`config.mk`:
```
export PLATFORM = sky130hd
export DESIGN_NAME = module_control_spi
export DESIGN_NICKNAME = d
export VERILOG_FILES = /design/src/rtl/pkg_spi_ctrl.sv /design/src/rtl/module_control_spi.sv
export SDC_FILE = /design/constraint.sdc
export NUM_CORES = 1
export LEC_CHECK = 0
export ABC_CLOCK_PERIOD_IN_PS = 3850
export CAP_MARGIN = 30
export CORE_UTILIZATION = 27
export DETAILED_ROUTE_END_ITERATION = 8
export PLACE_DENSITY = 0.88
export SLEW_MARGIN = 20
export SYNTH_ARGS = -nofsm -noshare
export SYNTH_HDL_FRONTEND = slang
export SYNTH_SLANG_ARGS = --single-unit
export TNS_END_PERCENT = 5
```
`constraint.sdc`:
```
create_clock -name clk_i -period 3.85 [get_ports clk_i]
set_input_delay 0.385 -clock clk_i [delete_from_list [all_inputs] [get_ports clk_i]]
set_output_delay 0.385 -clock clk_i [all_outputs]
set_load 0.01 [all_outputs]
```
`src/rtl/pkg_spi_ctrl.sv`:
```
// Shared definitions for the SPI transfer controller: FSM states,
// control-word field layout and SPI byte width.
package pkg_spi_ctrl;

  typedef enum logic [2:0] {
    ST_IDLE,
    ST_LOAD,
    ST_START,
    ST_WAIT,
    ST_STORE,
    ST_NEXT,
    ST_DONE
  } state_e;

  localparam int CTRL_SEND_BIT = 0;
  localparam int CTRL_CS_BIT   = 1;
  localparam int CTRL_ALL1_BIT = 2;
  localparam int CTRL_ALL0_BIT = 3;
  localparam int CTRL_NTX_LSB  = 4;
  localparam int CTRL_NTX_W    = 9;
  localparam int CTRL_NRX_LSB  = 16;
  localparam int CTRL_NRX_W    = 10;
  localparam int CTRL_ERR_BIT  = 31;

  localparam int SPI_BYTE_W    = 8;

endpackage

```
`src/rtl/module_control_spi.sv`:
```
// Walks the data entries of a small register file, sends one byte per entry
// over an SPI master and writes each received byte back in place.
module module_control_spi
  import pkg_spi_ctrl::*;
#(
  parameter int DATA_WIDTH = 32,
  parameter int N          = 2
) (
  input  logic                  clk_i,
  input  logic                  rst_i,
  input  logic [DATA_WIDTH-1:0] ctrl_i,
  output logic                  ctrl_wr_o,
  output logic [DATA_WIDTH-1:0] ctrl_o,
  output logic [N-1:0]          data_addr_o,
  input  logic [DATA_WIDTH-1:0] data_i,
  output logic                  data_wr_o,
  output logic [DATA_WIDTH-1:0] data_o,
  output logic                  hold_ctrl_o,
  output logic                  spi_start_o,
  output logic [SPI_BYTE_W-1:0] spi_tx_o,
  input  logic [SPI_BYTE_W-1:0] spi_rx_i,
  input  logic                  spi_done_i,
  output logic                  cs_o,
  output logic                  busy_o
);

  localparam int MAX_TX = (1 << N) - 1;
  localparam int TXW    = CTRL_NTX_W + 1;

  state_e                state_q, state_d;
  logic [N-1:0]          k_q, k_d;
  logic                  cs_q, cs_d;
  logic [N-1:0]          kPlus1;
  logic [TXW-1:0]        txTotal;
  logic                  txClamped;
  logic [N-1:0]          txCount;
  logic [DATA_WIDTH-1:0] ctrlErr;
  logic                  unusedDataBits;

  assign unusedDataBits = ^data_i[DATA_WIDTH-1:SPI_BYTE_W];

  // Entry 0 is the control word, so at most 2^N-1 data entries can be walked.
  always_comb begin
    txTotal   = {1'b0, ctrl_i[CTRL_NTX_LSB +: CTRL_NTX_W]} + TXW'(1);
    txClamped = txTotal > TXW'(MAX_TX);
    txCount   = txClamped ? N'(MAX_TX) : txTotal[N-1:0];
    kPlus1    = k_q + N'(1);
    ctrlErr   = ctrl_i;
    ctrlErr[CTRL_ERR_BIT] = ctrl_i[CTRL_ERR_BIT] | txClamped;
  end

  always_ff @(posedge clk_i or negedge rst_i) begin
    if (!rst_i) begin
      state_q <= ST_IDLE;
      k_q     <= '0;
      cs_q    <= 1'b1;
    end else begin
      state_q <= state_d;
      k_q     <= k_d;
      cs_q    <= cs_d;
    end
  end

  always_comb begin
    state_d     = state_q;
    k_d         = k_q;
    ctrl_wr_o   = 1'b0;
    ctrl_o      = '0;
    data_wr_o   = 1'b0;
    data_o      = '0;
    spi_start_o = 1'b0;
    spi_tx_o    = '0;
    busy_o      = (state_q != ST_IDLE);
    hold_ctrl_o = (state_q != ST_IDLE);
    data_addr_o = (state_q != ST_IDLE) ? kPlus1 : '0;

    unique case (state_q)
      ST_IDLE: begin
        if (ctrl_i[CTRL_SEND_BIT]) begin
          state_d = ST_LOAD;
          k_d     = '0;
        end
      end
      ST_LOAD: state_d = ST_START;
      ST_START: begin
        spi_start_o = 1'b1;
        if (ctrl_i[CTRL_ALL1_BIT])      spi_tx_o = '1;
        else if (ctrl_i[CTRL_ALL0_BIT]) spi_tx_o = '0;
        else                            spi_tx_o = data_i[SPI_BYTE_W-1:0];
        state_d = ST_WAIT;
      end
      ST_WAIT: begin
        if (spi_done_i) state_d = ST_STORE;
      end
      ST_STORE: begin
        data_wr_o = 1'b1;
        data_o    = DATA_WIDTH'(spi_rx_i);
        ctrl_wr_o = 1'b1;
        ctrl_o    = ctrlErr;
        ctrl_o[CTRL_NRX_LSB +: CTRL_NRX_W] = CTRL_NRX_W'(kPlus1);
        state_d   = ST_NEXT;
      end
      ST_NEXT: begin
        if (kPlus1 == txCount) begin
          state_d = ST_DONE;
        end else begin
          k_d     = kPlus1;
          state_d = ST_LOAD;
        end
      end
      ST_DONE: begin
        ctrl_wr_o = 1'b1;
        ctrl_o    = ctrlErr;
        ctrl_o[CTRL_SEND_BIT] = 1'b0;
        state_d   = ST_IDLE;
      end
      default: state_d = ST_IDLE;
    endcase

    // Chip select follows cs_ctrl until the first START, then stays low to DONE.
    if (state_d == ST_IDLE || (state_d == ST_LOAD && state_q == ST_IDLE))
      cs_d = ~ctrl_i[CTRL_CS_BIT];
    else
      cs_d = 1'b0;
  end

  assign cs_o = cs_q;

endmodule

```
==> Word level (Yosys, flattened, before mapping) <==
Cells that the tools add are included.
{ "word_totals": {"wordCells": 44, "in_bits": 75, "register_bits": 6, "output_inout_bits": 80} }
{ "op_classes": {"n_lt_le_gt_ge": 1, "n_eq_ne": 10, "muxes": 18, "addsub": 2, "n_reduce_logical": 8, "n_bitwise": 2} }
{ "ops": {"columns": ["cell", "count"], "rows": [
  ["$pmux W32 S2", 1],
  ["$mux W8", 4],
  ["$pmux W3 S6", 1],
  ["$add A9 B1 Y10 const B", 1],
  ["$gt A10 B2 Y1 const B", 1],
  ["$eq A3 B3 Y1 const B", 3],
  ["$mux W3", 3],
  ["$mux W2", 4],
  ["$eq A3 B1 Y1 const B", 2],
  ["$eq A3 B2 Y1 const B", 2],
  ["$logic_not A3 Y1", 2],
  ["$mux W1", 4],
  ["$ne A2 B2 Y1 const B", 2],
  ["$pmux W2 S2", 1],
  ["$reduce_and A3 Y1", 1],
  ["$reduce_bool A3 Y1", 1],
  ["$add A2 B1 Y2 const B", 1],
  ["$eq A2 B2 Y1", 1],
  ["$reduce_bool A2 Y1", 1],
  ["$reduce_or A2 Y1", 1],
  ["$logic_and A1 B1 Y1", 1],
  ["$logic_or A1 B1 Y1", 1],
  ["$not A1 Y1", 1],
  ["$or A1 B1 Y1", 1]
]} }

==> Longest topological paths before layout <==
Gate-level depths: netlist (run 1).
{ "logic_depth": {"depth_word": 10, "depth_mapped": 7, "mapped_depth_nobuf": 7} }

==> Worst setup path after synthesis (run 1) <==
Ideal clock, no wire load.
{ "synth_path": {"path_kind": "input to register", "startpoint": "input port ctrl_i[4]", "endpoint": "register state_q[1]", "arrival_time_ps": 1752, "required_ps": 3763, "path_buffers": 0, "setup_ps": 87, "setup_slack_ps": 2011, "path_stages": 6, "path_cell_list": "ha_1 -> and2_2 -> a21bo_1 -> a2111o_1 -> and3_4 -> a211oi_2"} }
{ "synth_between": {"elab_chain_cells": 6} }
{ "synth_lines": {"columns": ["element", "line", "rtl"], "rows": [
  ["start: declaration", "module_control_spi.sv:11", "input logic [DATA_WIDTH-1:0] ctrl_i,"],
  ["$add A9 B1 Y10 (*)", "module_control_spi.sv:44", "txTotal = {1'b0, ctrl_i[CTRL_NTX_LSB +: CTRL_NTX_W]} + TXW'(1);"],
  ["$gt A10 B2 Y1", "module_control_spi.sv:45", "txClamped = txTotal > TXW'(MAX_TX);"],
  ["$mux W2 (*)", "module_control_spi.sv:46", "txCount = txClamped ? N'(MAX_TX) : txTotal[N-1:0];"],
  ["$eq A2 B2 Y1 (*)", "module_control_spi.sv:104", "if (kPlus1 == txCount) begin"],
  ["$mux W3 (*)", "module_control_spi.sv:104", null],
  ["$pmux W3 S6 (*)", "module_control_spi.sv:77", "unique case (state_q)"],
  ["named net state_d[1]", "module_control_spi.sv:30", "state_e state_q, state_d;"],
  ["end signal: assignment", "module_control_spi.sv:58", "state_q <= state_d;"],
  ["end: declaration", "module_control_spi.sv:30", null]
]} }
The timed path passes the listed nets; every way through them passes the cells marked *.
A chain may end at the register's enable or synchronous reset.

==> Worst setup path after layout (run 1) <==
{ "layout_path": {"startpoint": "input port ctrl_i[4]", "endpoint": "output port ctrl_o[31]"} }
{ "layout_between": {"elab_chain_cells": 4} }
{ "layout_lines": {"columns": ["element", "line", "rtl"], "rows": [
  ["$add A9 B1 Y10", "module_control_spi.sv:44", null],
  ["$gt A10 B2 Y1", "module_control_spi.sv:45", null],
  ["$or A1 B1 Y1", "module_control_spi.sv:49", "ctrlErr[CTRL_ERR_BIT] = ctrl_i[CTRL_ERR_BIT] | txClamped;"],
  ["$pmux W32 S2", "module_control_spi.sv:77", null],
  ["end: declaration", "module_control_spi.sv:13", "output logic [DATA_WIDTH-1:0] ctrl_o,"]
]} }
No other way between the ends.

==> results of run 1 <==
-- routing by layer --
metal | routed length (um) | GRT usage (%)
met5 | 0 | 0
met4 | 43 | 6.12
met3 | 297 | 4.31
met2 | 1860 | 29.2
met1 | 1460 | 18.7
-- sequential cells by signal, summed over array words and instances (netlist names) --
register,count
state_q,3
k_q,2
cs_o,1
-- worst max-delay path, cell delays in order --
cell and delay, ps:
clkdlybuf4s50_1 500, ha_1 300, and2_2 230, a21boi_0 330
o31a_1 190, clkdlybuf4s50_1 530
-- stage by stage --
| stage | util, % | area (um^2) | power, mW | hold WS, ps | std cells |
|---|---|---|---|---|---|
| 2_1_floorplan | - | 1200 | 0.509 | 89.4 | 182 |
| 3_3_place_gp | 53.5 | 2120 | 0.869 | 627 | 307 |
| 3_5_place_dp | 53.5 | 2120 | 0.884 | 637 | 307 |
| 4_1_cts | 54.6 | 2170 | 0.992 | 410 | 311 |
| 5_1_grt | 54.6 | 2170 | 1.07 | 414 | 311 |
| 6_report | 54.6 | 2170 | 0.982 | 405 | 311 |
-- power by group through the flow --
stage	logic, mW	registers (mW)	clock network, mW
floorplan	0.389	0.120	0
global placement	0.698	0.171	0
detailed placement	0.712	0.172	0
CTS	0.715	0.171	0.107
global route	0.772	0.183	0.113
finish	0.706	0.172	0.104
-- layout by cell type, fill, tap and decap left out, drive strengths merged, types with 2 or more instances in the layout --
| master | netlist | layout |
|---|---|---|
| nand2 | 8 | 8 |
| clkdlybuf4s50 | 0 | 106 |
| and3 | 18 | 18 |
| a211oi | 3 | 3 |
| inv | 6 | 6 |
| clkbuf | 7 | 4 |
| and2 | 21 | 21 |
| ha | 2 | 2 |
| o21ai | 3 | 3 |
| conb | 1 | 24 |
| nor2b | 5 | 5 |
| a21oi | 13 | 13 |
| nor2 | 15 | 15 |
| dfrtp | 5 | 5 |
| nand3 | 3 | 3 |
| a32o | 2 | 2 |
| buf | 26 | 2 |
-- worst max-delay path by stage --
| stage | from | to | slack (ps) | cells after the start |
|---|---|---|---|---|
| detailed placement | ctrl_i[4] | ctrl_o[31] | 1030 | 6 |
| global placement | ctrl_i[4] | ctrl_o[31] | 1040 | 6 |
| finish | ctrl_i[4] | ctrl_o[31] | 1000 | 6 |
| CTS | ctrl_i[4] | ctrl_o[31] | 1030 | 6 |
| global route | ctrl_i[4] | ctrl_o[31] | 860 | 6 |
| floorplan | ctrl_i[4] | state_q[1] | 2010 | 6 |
-- cell type report --
cell class              count  share of cell area (%)
repair buffers            108                    49.6
multi-input cells         137                    37.4
flip-flops and latches      6                    6.98
well taps                  50                    2.89
clock buffers               4                    2.08
inverters                   6                    1.04
-- kinds of logic after synthesis --
| family | after synthesis |
|---|---|
| AO/OA/AOI/OAI | 31 |
| adder cells (fa/ha/maj) | 2 |
| XOR/XNOR | 1 |
| buffers and inverters | 39 |
| flip-flops | 6 |
| multiplexers | 1 |
| other | 1 |
| AND/OR/NAND/NOR | 78 |
==> impl_metrics.json, run 1 <==
{
  "core_mm2": 0.00397,
  "drtPass1Iterations": 4,
  "netlist_area_mm2": 0.00112,
  "clk_latency_ps": 230,
  "wl_per_cell_um": 11.8,
  "wl_mm": 3.66,
  "synthAdderAreaFrac_pct": 2.24,
  "powerDensity_mw_per_mm2": 453,
  "rr_startpoint": "state_q[1]",
  "rsz0062_at_grt": "false",
  "clk_pin_slew_ps": 40,
  "synth_top_area_share_pct": 16.8,
  "max_freq_mhz": 351,
  "regArea_um2": 151,
  "cts.sinks": 6,
  "die_y_um": 66.3,
  "synth_top_family_by_area": "simple AND/OR/NAND/NOR gates",
  "p_leak_nw": 0.948,
  "syn_inst": 159,
  "p_switching_uw": 419,
  "dieArea_mm2": 0.00440,
  "r2r_slack_ps": 2180,
  "synth_mux_area_share_pct": 0.897,
  "pin_count": 155,
  "crit_fanout": 7,
  "drcViolationCount": 0,
  "tns_ps": 0,
  "num_antenna_cells": 0,
  "antenna_found_initial": 0,
  "drtIter0Drc": 31,
  "grt_pass1_vias": 1282,
  "synth_most_common_cell": "buf_4",
  "tightest_slew_ps": 596,
  "synth_warnings": 0,
  "antenna_left": 0,
  "outcome": "complete, no violations",
  "cp.required_ps": 3460,
  "maxSlewHeadroom_pct": 60.0,
  "fin_crit_ps": 2850,
  "grt.total_usage_pct": 16.5,
  "setup_viol": 0,
  "grt_pass1_wl_mm": 5.63,
  "arrival_ps": 2470,
  "netSwitchingFraction_pct": 42.7,
  "synthArstFlopShare_pct": 100,
  "setup_slack_ps": 999,
  "power_frac_comb_pct": 71.9,
  "clockBufferDepth": 2,
  "worst-r2r-cell-count": 5,
  "grt_max_degree": 20,
  "dpl_worst_slack_ps": 1030,
  "io_buffers": 106,
  "start_util_pct": 28.1,
  "htree_levels": 1,
  "num_vias": 1408,
  "synth_edf_count": 0,
  "fin_crit_sh_pct": 74.0,
  "ys_ff_latch": 6,
  "avgSynthCellArea_um2": 7.02,
  "row_count": 23,
  "ys_top_cells_by_count": "25 x buf_4, 19 x and2_1, 17 x and3_1",
  "critPathLaunchType": "input pin",
  "hold_class": "input pin to asynchronous set/reset pin",
  "numCtsBuffers": 3,
  "drive_gt1_share_pct": 5.75,
  "synth_ff_type": "dfrtp_1",
  "p_int_uw": 563,
  "nets": 339,
  "cts_setup_buffers": 0,
  "ys_types": 42,
  "synth_compound_area_share_pct": 19.8,
  "synth-xor-area-share_pct": 0.785,
  "synth-simple-area-share_pct": 40.8,
  "ys_seq_area_share_pct": 13.6,
  "skew_ps": 1.48,
  "worstSetupPathType": "input pin to primary output",
  "vias_per_cell": 4.53,
  "ctsRootBufferMaster": "clkbuf_8",
  "syn_to_final_growth_pct": 94.3,
  "hold_violations": 0,
  "maxSlewViolCount": 0,
  "r2r-end": "k_q[1]",
  "seq_power_share_pct": 17.5,
  "cts.repair.resized": 0,
  "clock_power_share_pct": 10.6,
  "endpoint_kind": "primary output",
  "synth_top_cell_by_area": "buf_4",
  "die-width_um": 66.3,
  "multi_input_area_um2": 811,
  "cts_hold_buf": 0,
  "place_congestion": 0.861,
  "fill_cells": 384,
  "grt_overflow_total": 0,
  "place_hpwl_mm": 3.04,
  "ir_drop_mv": 0.185,
  "drv_cap": 0,
  "cts_tree": "yes",
  "post_synth_main_area_contributors": "buf_4 17%, dfrtp_1 11%, and2_1 11%"
}
(Power assumes the default switching activity.)
==> run 2: changes to the inputs <==
--- a/config.mk
+++ b/config.mk
@@ -5,11 +5,11 @@
 export SDC_FILE = /design/constraint.sdc
 export NUM_CORES = 1
 export LEC_CHECK = 0
-export ABC_CLOCK_PERIOD_IN_PS = 3850
+export ABC_CLOCK_PERIOD_IN_PS = 2690
 export CAP_MARGIN = 30
-export CORE_UTILIZATION = 27
+export CORE_UTILIZATION = 25
 export DETAILED_ROUTE_END_ITERATION = 8
-export PLACE_DENSITY = 0.88
+export PLACE_DENSITY = 0.82
 export SLEW_MARGIN = 20
 export SYNTH_ARGS = -nofsm -noshare
 export SYNTH_HDL_FRONTEND = slang
==> constraint.sdc (replaced) <==
create_clock -name clk_i -period 2.69 [get_ports clk_i]
set_input_delay 0.269 -clock clk_i [delete_from_list [all_inputs] [get_ports clk_i]]
set_output_delay 0.269 -clock clk_i [all_outputs]
set_load 0.01 [all_outputs]
==> run 2 against run 1 <==
  * Clock power rose by 37%
  * Sequential share of layout area barely moved
  * Cell area rose by 0.69%
  * Total power rose by 43%
  * Largest power group unchanged
  * Highest routed layer unchanged
==> impl_metrics.json, run 2 (same netlist as run 1, synthesis figures left out) <==
{
  "drcViolationCount": 0,
  "place_congestion": 0.805,
  "critPathLaunchType": "input pin",
  "tightest_slew_ps": 662,
  "cts.repair.resized": 0,
  "place_hpwl_mm": 3.02,
  "hold_class": "input pin to asynchronous set/reset pin",
  "grt.total_usage_pct": 14.8,
  "syn_to_final_growth_pct": 95.6,
  "r2r_slack_ps": 970,
  "antenna_left": 0,
  "drive_gt1_share_pct": 6.46,
  "clk_latency_ps": 220,
  "rr_startpoint": "state_q[1]",
  "core_mm2": 0.00414,
  "clk_pin_slew_ps": 40,
  "maxSlewHeadroom_pct": 55.5,
  "mostFrequentLayoutCells": "106 x clkdlybuf4s50_1, 24 x conb_1, 19 x and2_1, 17 x and3_1, 15 x nor2_1",
  "num_antenna_cells": 0,
  "dpl_cell_area_mm2": 0.00214,
  "endpoint_kind": "primary output",
  "rsz0062_at_grt": "false",
  "start_util_pct": 26.9,
  "cts.sinks": 6,
  "antenna_found_initial": 0,
  "die_y_um": 68.8,
  "max_freq_mhz": 404,
  "drtIter0Drc": 39,
  "postLayoutCellArea_mm2": 0.00218,
  "fill_cells": 417,
  "mostFrequentLayoutCell": "clkdlybuf4s50_1",
  "cp.required_ps": 2420,
  "tns_ps": 0,
  "cts_tree": "yes",
  "fin_crit_ps": 2470,
  "grt_pass1_vias": 1240,
  "wl_mm": 3.63,
  "skew_ps": 0.860,
  "wl_per_cell_um": 11.6,
  "arrival_ps": 2210,
  "pin_count": 155,
  "numCtsBuffers": 3,
  "hold_violations": 0,
  "cts_hold_buf": 0,
  "num_vias": 1396,
  "top_layer_used": "met4",
  "row_count": 23,
  "largest_reg_flops": 3,
  "die-width_um": 68.8,
  "grt_overflow_total": 0,
  "dieArea_mm2": 0.00474,
  "outcome": "complete, no violations",
  "ctsRootBufferMaster": "clkbuf_8",
  "worstSetupPathType": "input pin to primary output",
  "powerDensity_mw_per_mm2": 641,
  "drtPass1Iterations": 4,
  "fin_crit_sh_pct": 92.0,
  "utilization_pct": 52.7,
  "wl_met3_um": 262,
  "clockBufferDepth": 2,
  "r2r-end": "k_q[1]",
  "grt_pass1_wl_mm": 5.44,
  "vias_per_cell": 4.46,
  "nets": 341,
  "io_buffers": 106,
  "p_leak_nw": 0.957,
  "setup_viol": 0,
  "worst-r2r-cell-count": 5,
  "htree_levels": 1,
  "cts_setup_buffers": 0,
  "drv_cap": 0,
  "crit_start": "ctrl_i[4]",
  "maxSlewViolCount": 0,
  "wl_met2_mm": 1.86,
  "grt_max_degree": 33,
  "wl_met1_mm": 1.49,
  "ir_drop_mv": 0.262,
  "regMostFlops": "state_q",
  "crit_fanout": 6
}
==> run 2: cell types whose count changed in the layout (fill, tap and decap cells not counted), sizes merged <==
cell and change:
buf +2
==> run 2: worst max path at each step <==
stage                            end  cells after the start
after floorplan           state_q[1]                      6
after global placement    ctrl_o[31]                      6
after detailed placement  ctrl_o[31]                      6
after CTS                 ctrl_o[31]                      6
after global routing      ctrl_o[31]                      6
final                     ctrl_o[31]                      6
==> run 2: cell type report <==
type,instances,area [um^2],area share [%]
timing repair buffer,110,1090,50.0
tap,50,62.6,2.87
inverter,6,22.5,1.03
sequential,6,151,6.93
clock buffer,4,45.0,2.06
multi-input combinational,137,811,37.1
==> run 2: layer usage <==
| layer | track usage (%) | up-vias |
|---|---|---|
| met5 | 0 | - |
| met3 | 2.96 | 2 |
| met2 | 28.7 | 62 |
| met1 | 16.9 | 628 |
| li1 | - | 704 |
| met4 | 2.30 | 0 |
==> run 2: metrics by stage <==
step | setup WS, ps | cells | hold WS (ps) | power, mW
3_5_place_dp | 213 | 309 | 530 | 1.27
4_1_cts | 204 | 313 | 297 | 1.41
6_report | 216 | 313 | 293 | 1.40
2_1_floorplan | 967 | 182 | -26.6 | 0.729
3_3_place_gp | 218 | 309 | 529 | 1.25
5_1_grt | 121 | 313 | 305 | 1.53
==> run 2: where the power goes <==
| part | total, mW | internal [mW] | leakage [nW] | switching, mW |
|---|---|---|---|---|
| clock | 0.142 | 0.102 | 0.0228 | 0.0400 |
| combinational | 1.04 | 0.571 | 0.861 | 0.472 |
| sequential | 0.215 | 0.138 | 0.0733 | 0.0769 |
| total | 1.40 | 0.811 | 0.957 | 0.589 |
==> run 2: critical path, cell delays in order <==
cell,delay (ps)
clkdlybuf4s50_1,430
ha_1,260
and2_2,220
a21boi_0,320
o31a_1,190
clkdlybuf4s50_1,530
==> run 3: changes to the inputs <==
--- a/config.mk
+++ b/config.mk
@@ -9,6 +9,7 @@
 export CAP_MARGIN = 30
 export CORE_UTILIZATION = 25
 export DETAILED_ROUTE_END_ITERATION = 8
+export MAX_ROUTING_LAYER = met4
 export PLACE_DENSITY = 0.82
 export SLEW_MARGIN = 20
 export SYNTH_ARGS = -nofsm -noshare
==> run 3 against run 2 <==
  * Worst setup slack about the same
  * Cell area unchanged
  * Core utilization unchanged
  * Maximum frequency about the same
  * Combinational power about the same
  * Global-route usage up 0.42 points
  * Total power about the same
  * Register-to-register slack about the same
  * Critical path depth unchanged
  * Sequential share of layout area unchanged
  * Clock power about the same
  * Critical path type unchanged
==> impl_metrics.json, run 3 (same netlist as run 1, synthesis figures left out) <==
{
  "outcome": "complete, no violations",
  "die-width_um": 68.8,
  "fill_cells": 417,
  "fin_crit_ps": 2470,
  "p_switching_uw": 590,
  "row_count": 23,
  "regMostFlops": "state_q",
  "tightest_slew_ps": 633,
  "wl_mm": 3.65,
  "p_leak_nw": 0.957,
  "antenna_left": 0,
  "die_y_um": 68.8,
  "powerDensity_mw_per_mm2": 642,
  "start_util_pct": 26.9,
  "grt.total_usage_pct": 15.3,
  "grt_max_degree": 33,
  "cts_setup_buffers": 0,
  "cts.sinks": 6,
  "ir_drop_mv": 0.265,
  "vias_per_cell": 4.48,
  "drcViolationCount": 0,
  "maxSlewViolCount": 0,
  "worst-r2r-cell-count": 5,
  "cts_tree": "yes",
  "antenna_found_initial": 0,
  "critPathLaunchType": "input pin",
  "drv_cap": 0,
  "skew_ps": 1.19,
  "setup_viol": 0,
  "rr_startpoint": "state_q[1]",
  "crit_fanout": 6,
  "io_buffers": 106,
  "endpoint_kind": "primary output",
  "cts_hold_buf": 0,
  "num_vias": 1401,
  "regArea_um2": 151,
  "syn_to_final_growth_pct": 95.6,
  "multi_input_area_um2": 811,
  "cp.required_ps": 2420,
  "r2r-end": "k_q[1]",
  "rsz0062_at_grt": "false",
  "core_mm2": 0.00414,
  "max_freq_mhz": 404,
  "maxSlewHeadroom_pct": 57.5,
  "netSwitchingFraction_pct": 42.1,
  "num_antenna_cells": 0,
  "clk_pin_slew_ps": 40,
  "mostFrequentLayoutCell": "clkdlybuf4s50_1",
  "nets": 341,
  "wl_per_cell_um": 11.6,
  "pin_count": 155,
  "grt_pass1_vias": 1232,
  "seq_power_share_pct": 15.5,
  "drtPass1Iterations": 4,
  "fin_crit_sh_pct": 92.0,
  "grt_overflow_total": 0,
  "clk_latency_ps": 220,
  "cts.repair.resized": 0,
  "grt_pass1_wl_mm": 5.44,
  "power_frac_comb_pct": 74.4,
  "worstSetupPathType": "input pin to primary output",
  "p_int_uw": 811,
  "place_hpwl_mm": 3.02,
  "drtIter0Drc": 36,
  "mostFrequentLayoutCells": "106 x clkdlybuf4s50_1, 24 x conb_1, 19 x and2_1, 17 x and3_1, 15 x nor2_1",
  "hold_class": "input pin to asynchronous set/reset pin",
  "clock_power_share_pct": 10.2,
  "arrival_ps": 2210,
  "dieArea_mm2": 0.00474,
  "r2r_slack_ps": 980,
  "hold_violations": 0,
  "largest_reg_flops": 3,
  "tns_ps": 0,
  "ctsRootBufferMaster": "clkbuf_8",
  "numCtsBuffers": 3,
  "place_congestion": 0.817,
  "power_mw": 1.40,
  "drive_gt1_share_pct": 6.46,
  "htree_levels": 1,
  "clockBufferDepth": 2
}
run 3: worst max path at each step:
stage	startpoint	cells after the start	slack, ps	endpoint
after global routing	ctrl_i[4]	6	120	ctrl_o[31]
after detailed placement	ctrl_i[4]	6	210	ctrl_o[31]
after CTS	ctrl_i[4]	6	200	ctrl_o[31]
after floorplan	ctrl_i[4]	6	970	state_q[1]
final	ctrl_i[4]	6	220	ctrl_o[31]
after global placement	ctrl_i[4]	6	220	ctrl_o[31]
run 3: area by class of cell:
class	count	area share, %
multi-input combinational	137	37.1
sequential	6	6.93
clock buffer	4	2.06
tap	50	2.87
timing repair buffer	110	50.0
inverter	6	1.03
run 3: layer usage:
layer	wire, um	global-route usage, %	vias to the layer above
li1	-	-	705
met1	1510	17.1	634
met2	1870	28.7	60
met3	242	2.63	2
met4	19	2.30	0
met5	0	-	-
run 3: per-stage QoR:
| step | hold slack [ps] | std cells | util, % | setup WS (ps) | instance area [um^2] |
|---|---|---|---|---|---|
| 2_1_floorplan | -26.6 | 182 | - | 967 | 1200 |
| 3_5_place_dp | 530 | 309 | 51.6 | 213 | 2140 |
| 6_report | 294 | 313 | 52.7 | 216 | 2180 |
| 4_1_cts | 297 | 313 | 52.7 | 204 | 2180 |
| 5_1_grt | 305 | 313 | 52.7 | 121 | 2180 |
| 3_3_place_gp | 529 | 309 | 51.6 | 218 | 2140 |
run 3: critical path: stages:
cell	delay, ps
clkdlybuf4s50_1	430
ha_1	260
and2_2	220
a21boi_0	320
o31a_1	190
clkdlybuf4s50_1	530
run 3: power by group through the flow:
stage          Combinational (mW)  Sequential, mW  Clock, mW
2_1_floorplan               0.556           0.172          0
3_3_place_gp                 1.03           0.215          0
3_5_place_dp                 1.05           0.218          0
4_1_cts                      1.05           0.216      0.146
5_1_grt                      1.15           0.228      0.152
6_report                     1.04           0.217      0.142
